===== src/rtl/pipe_reg.sv =====
// Elastic multi-stage pipeline register with valid/ready handshake and bubble collapsing.
// Each stage advances whenever any stage downstream of it can make room.
module pipe_reg #(
   parameter int unsigned      WIDTH     = 8,
   parameter int unsigned      DEPTH     = 2,
   parameter logic [WIDTH-1:0] RESET_VAL = '0
) (
   input  logic                         clk,
   input  logic                         rst,
   input  logic                         en,
   input  logic                         flush,
   input  logic                         in_valid,
   input  logic [WIDTH-1:0]             in_data,
   output logic                         in_ready,
   output logic                         out_valid,
   output logic [WIDTH-1:0]             out_data,
   input  logic                         out_ready,
   output logic [$clog2(DEPTH+1)-1:0]   count
);

   localparam int unsigned CW = $clog2(DEPTH + 1);

   logic [DEPTH-1:0] v;
   logic [WIDTH-1:0] d [DEPTH];
   logic [DEPTH-1:0] rdy;
   logic [DEPTH-1:0] src_v;
   logic [WIDTH-1:0] src_d [DEPTH];
   logic             chain;
   logic             go;

   assign go        = en && !flush;
   assign in_ready  = go && rdy[0];
   assign out_valid = go && v[DEPTH-1];
   assign out_data  = d[DEPTH-1];

   // Ready ripples from the output end; a stage is ready if it or anything after it is empty.
   always_comb begin
      chain          = !v[DEPTH-1] || out_ready;
      rdy            = '0;
      rdy[DEPTH-1]   = chain;
      for (int i = int'(DEPTH) - 2; i >= 0; i--) begin
         chain  = !v[i] || chain;
         rdy[i] = chain;
      end
   end

   always_comb begin
      src_v    = '0;
      src_v[0] = in_valid && in_ready;
      src_d[0] = in_data;
      for (int i = 1; i < int'(DEPTH); i++) begin
         src_v[i] = v[i-1];
         src_d[i] = d[i-1];
      end
   end

   always_comb begin
      count = '0;
      for (int i = 0; i < int'(DEPTH); i++) begin
         count = count + CW'(v[i]);
      end
   end

   always_ff @(posedge clk or posedge rst) begin
      if (rst) begin
         v <= '0;
         for (int i = 0; i < int'(DEPTH); i++) begin
            d[i] <= RESET_VAL;
         end
      end else if (flush) begin
         v <= '0;
      end else if (en) begin
         for (int i = 0; i < int'(DEPTH); i++) begin
            if (rdy[i]) begin
               v[i] <= src_v[i];
               // A bubble clears the valid bit but leaves the old payload in place.
               if (src_v[i]) begin
                  d[i] <= src_d[i];
               end
            end
         end
      end
   end

endmodule


===== config.mk =====
export PLATFORM = sky130hd
export DESIGN_NAME = pipe_reg
export DESIGN_NICKNAME = d
export VERILOG_FILES = /design/src/rtl/pipe_reg.sv
export SDC_FILE = /design/constraint.sdc
export NUM_CORES = 1
export LEC_CHECK = 0
export BUFFER_PORTS_ARGS = -buffer_cell sky130_fd_sc_hd__clkbuf_2
export CELL_PAD_IN_SITES_DETAIL_PLACEMENT = 1
export CELL_PAD_IN_SITES_GLOBAL_PLACEMENT = 2
export CORE_UTILIZATION = 35
export DETAILED_ROUTE_END_ITERATION = 10
export PLACE_DENSITY = 0.82
export SYNTH_ARGS = -nofsm -noshare
export SYNTH_HDL_FRONTEND = slang
export SYNTH_SLANG_ARGS = --single-unit

===== constraint.sdc =====
create_clock -name clk -period 2.28 [get_ports clk]
set_input_delay 0.342 -clock clk [delete_from_list [all_inputs] [get_ports clk]]
set_output_delay 0.342 -clock clk [all_outputs]
set_load 0.05 [all_outputs]

======== Yosys cells after proc, flatten, opt, wreduce, memory -nomap -nowiden ========
Cells that the tools add are included.
storage, ports and cells
  bits in registers ....................... 18
  input bits .............................. 14
  output and inout port bits .............. 12
  word-level logic and storage cells ...... 26
operators by class
  add/sub/neg operators ................... 1
  muxes and demuxes ....................... 4
  bitwise gates (word level) .............. 1
  reductions and logical operators ........ 16
operators by type and width
  cell               count
  $reduce_and 4->1   2
  $reduce_bool 2->1  3
  $logic_and 1x1->1  4
  $mux 2             2
  $reduce_and 2->1   2
  $logic_not 1->1    3
  $add 1x1->2        1
  $logic_or 1x1->1   2
  $mux 1             2
  $not 1->1          1

======== Logic depth before layout (Yosys ltp) ========
  word-level depth ........................ 8
  gate-level depth with buffers ........... 4
  mapped depth without buffers ............ 3

======== Worst setup path before layout ========
No wires, ideal clock.
  path kind ............................... input port to output port
  from .................................... input port flush
  to ...................................... output port in_ready
  arrival ................................. 1.680 ns
  data required time ...................... 1.938 ns
  path slack .............................. 0.258 ns
  stages .................................. 2
  buffers on the path ..................... 0
  path through ............................ and2b_1 > a21boi_0
between the ends
  cells in the longest elaborated chain, start to end .. 3
RTL lines
  item               RTL line  text
  from (decl)        11        input logic flush,
  $logic_not 1->1    31        assign go = en && !flush;
  $logic_and 1x1->1  31
  $logic_and 1x1->1  32        assign in_ready = go && rdy[0];
  to (decl)          14        output logic in_ready,
Every way passes these cells.

======== Worst setup path in the final report ========
  from .................................... register v[1]
  to ...................................... output port in_ready
between the ends
  cells in the longest elaborated chain, start to end .. 4
RTL lines
  item                               RTL line  text
  from (decl)                        23        logic [DEPTH-1:0] v;
  from (signal, indexed assignment)  75        v[i] <= src_v[i];
  $logic_not 1->1                    38        chain = !v[DEPTH-1] || out_ready;
  $logic_or 1x1->1                   38
  $logic_or 1x1->1                   42        chain = !v[i] || chain;
  $logic_and 1x1->1                  32
Every way passes these cells.

==> impl_metrics.tcl <==
set metrics [dict create \
    rr_worst_depth 3 \
    power_density_nw_per_um2 1050 \
    io_pins 26 \
    max_freq_mhz 591 \
    hold_viol_final 0 \
    gp_congestion 0.716 \
    grtUsageTotal_pct 13.1 \
    regToRegSetupSlack_ns 0.70 \
    ys_seq_area_share_pct 53.0 \
    num_vias 484 \
    yosys.area_share.adder_pct 1.47 \
    muxShareOfSynthArea_pct 24.7 \
    initial_core_util_pct 37.7 \
    avgSynthCellArea_um2 14.4 \
    cts_root_buf "clkbuf_4" \
    ant_nets 0 \
    firstDrtPassIters 2 \
    syn_to_final_growth_pct 13.1 \
    timing.rr.end "out_data[7]$_DFFE_PP0P_" \
    htreeDepth 1 \
    post_cts_buffers 0 \
    grt_pass1_vias 510 \
    worstPathArrival_ns 1.35 \
    antenna_found_initial 0 \
    setup_ws_ns 0.587 \
    overflow 0 \
    clockBufferDepth 2 \
    yosys.area_share.simple_pct 6.63 \
    slew_headroom_pct 54.9 \
    worst_pin_slew_ns 0.675 \
    maxSlewViolCount 0 \
    required_ns 1.94 \
    cts_resized 0 \
    fin_skew_ns 0.00654 \
    rsz0062_at_grt "false" \
    outcome "complete, no violations" \
    rows 17 \
    yosys_warnings 0 \
    final_cell_area_um2 961 \
    p_leak_nw 0.481 \
    cts_tree "done" \
    synth_seq_cells 18 \
    core_area_um2 2250 \
    grt_max_degree 19 \
    start_kind "flop" \
    clock_latency_ns 0.29 \
    die-width_um 51.3 \
    num_antenna_cells 0 \
    rr_startpoint "v[1]$_DFFE_PP0P_" \
    io_buffers 25 \
    grt_pass1_wl_um 2450 \
    syn_inst 59 \
    fin_nets 95 \
    synth_top_area_cell "dfrtp_1" \
    synthesis.area_um2 850 \
    cap_violations 0 \
    die_area_um2 2630 \
    ir_drop_mv 0.461 \
    tns_ns 0 \
    synth_fp_nets 74 \
    pre_cts_ws_ns 0.658 \
    vias_per_cell 4.57 \
    drcViolationCount 0 \
    die_y_um 51.3 \
    synth_top_family_by_area "multiplexers" \
    cts_made_buffers 3 \
    critPathCaptureType "output pin" \
    crit_type "reg -> out" \
    routed_wl_um 1520 \
    cts_sinks 18 \
    synth_area_leaders "dfrtp_1 53%, mux2_4 14%, mux2_2 11%, buf_4 7.1%, a21oi_4 1.9%" \
    holdBufCountCts 0 \
    synth_xor_area_share_pct 0 \
    period_share_pct 74.3 \
    setup_viol 0 \
    cts.clk_slew.worst_paths_ns 0.10 \
    netlist.area_leader.share_pct 53.0 \
    synth_compound_area_share_pct 4.86 \
    hold_path_class "in -> async" \
    wl_per_cell_um 14.4 \
    drt_iter0_drc 4 \
    drive_gt1_share_pct 60.3 \
    fill_cells 258 \
    synth.distinct_cells 19 \
    period_minus_slack_ns 1.69 \
    postPlaceCellArea_um2 938 \
    cp_max_fo 4 \
]
-- cell type report --
| class | count | area [um^2] | share of cell area [%] |
|---|---|---|---|
| flip-flops and latches | 18 | 450 | 46.9 |
| repair buffers | 25 | 125 | 13.0 |
| clock buffers | 3 | 22.5 | 2.34 |
| well taps | 28 | 35.0 | 3.65 |
| inverters | 2 | 7.51 | 0.781 |
| multi-input cells | 30 | 320 | 33.3 |
-- how the worst max path moves through the flow --
stage,from,to,slack (ns)
detailed placement,flush,out_data[1]$_DFFE_PP0P_,0.66
global route,v[1]$_DFFE_PP0P_,in_ready,0.53
floorplan,flush,in_ready,0.26
CTS,v[1]$_DFFE_PP0P_,in_ready,0.57
finish,v[1]$_DFFE_PP0P_,in_ready,0.59
global placement,flush,out_data[2]$_DFFE_PP0P_,0.68
-- critical path: stages, from the launching register on --
cell and delay (ns):
dfrtp_1 0.43, nor2b_4 0.16, a21boi_0 0.17, clkbuf_2 0.30
-- metal layers --
metal,share of wire [%],wire length (um),GRT usage (%),vias up
li1,-,-,-,232
met1,42,647,14.8,236
met2,51,777,22.1,14
met3,4.8,73,2.98,2
met4,1.6,25,8.11,0
met5,0,0,0,-
-- synth_stat cells --
cell / number
a21oi_4: 1
inv_1: 2
a21oi_1: 1
ha_1: 1
mux2_4: 8
and3b_1: 1
and2b_1: 1
and2_2: 1
buf_6: 1
nand2_1: 2
nor2_1: 1
nand3b_1: 1
a22oi_1: 1
dfrtp_1: 18
nor2b_4: 1
o21ai_0: 1
mux2_2: 8
a21boi_0: 1
buf_4: 8
-- per-stage QoR --
stage | total power, mW | cells | utilization (%) | hold WS, ns
finish | 1.01 | 106 | 42.6 | 0.112
CTS | 1.01 | 106 | 42.6 | 0.135
floorplan | 0.841 | 59 | - | 0.281
detailed placement | 0.860 | 103 | 41.6 | 0.456
global route | 1.05 | 106 | 42.6 | 0.146
global placement | 0.846 | 103 | 41.6 | 0.447
-- sequential cells by signal, summed over array words and instances (netlist names) --
name      count
out_data      8
v             2
d             8
-- cells in the final DEF (no fill, tap or decap), types with 2 or more instances in the layout --
cell type,instances
clkbuf_2,25
dfrtp_1,18
mux2_4,8
mux2_2,8
clkbuf_4,3
nand2_1,2
inv_1,2
-- logic make-up after synthesis --
logic type | Yosys count
and+or+nand+nor | 8
adders and majority gates | 1
muxes | 16
DFF | 18
buffers and inverters | 11
AOI/OAI and AO/OA | 5
-- report_power, final --
group	internal (mW)	total, mW	switching [mW]
sequential	0.400	0.450	0.0500
clock	0.0614	0.157	0.0956
combinational	0.137	0.399	0.262
Power figures use the tool's default switching activity.
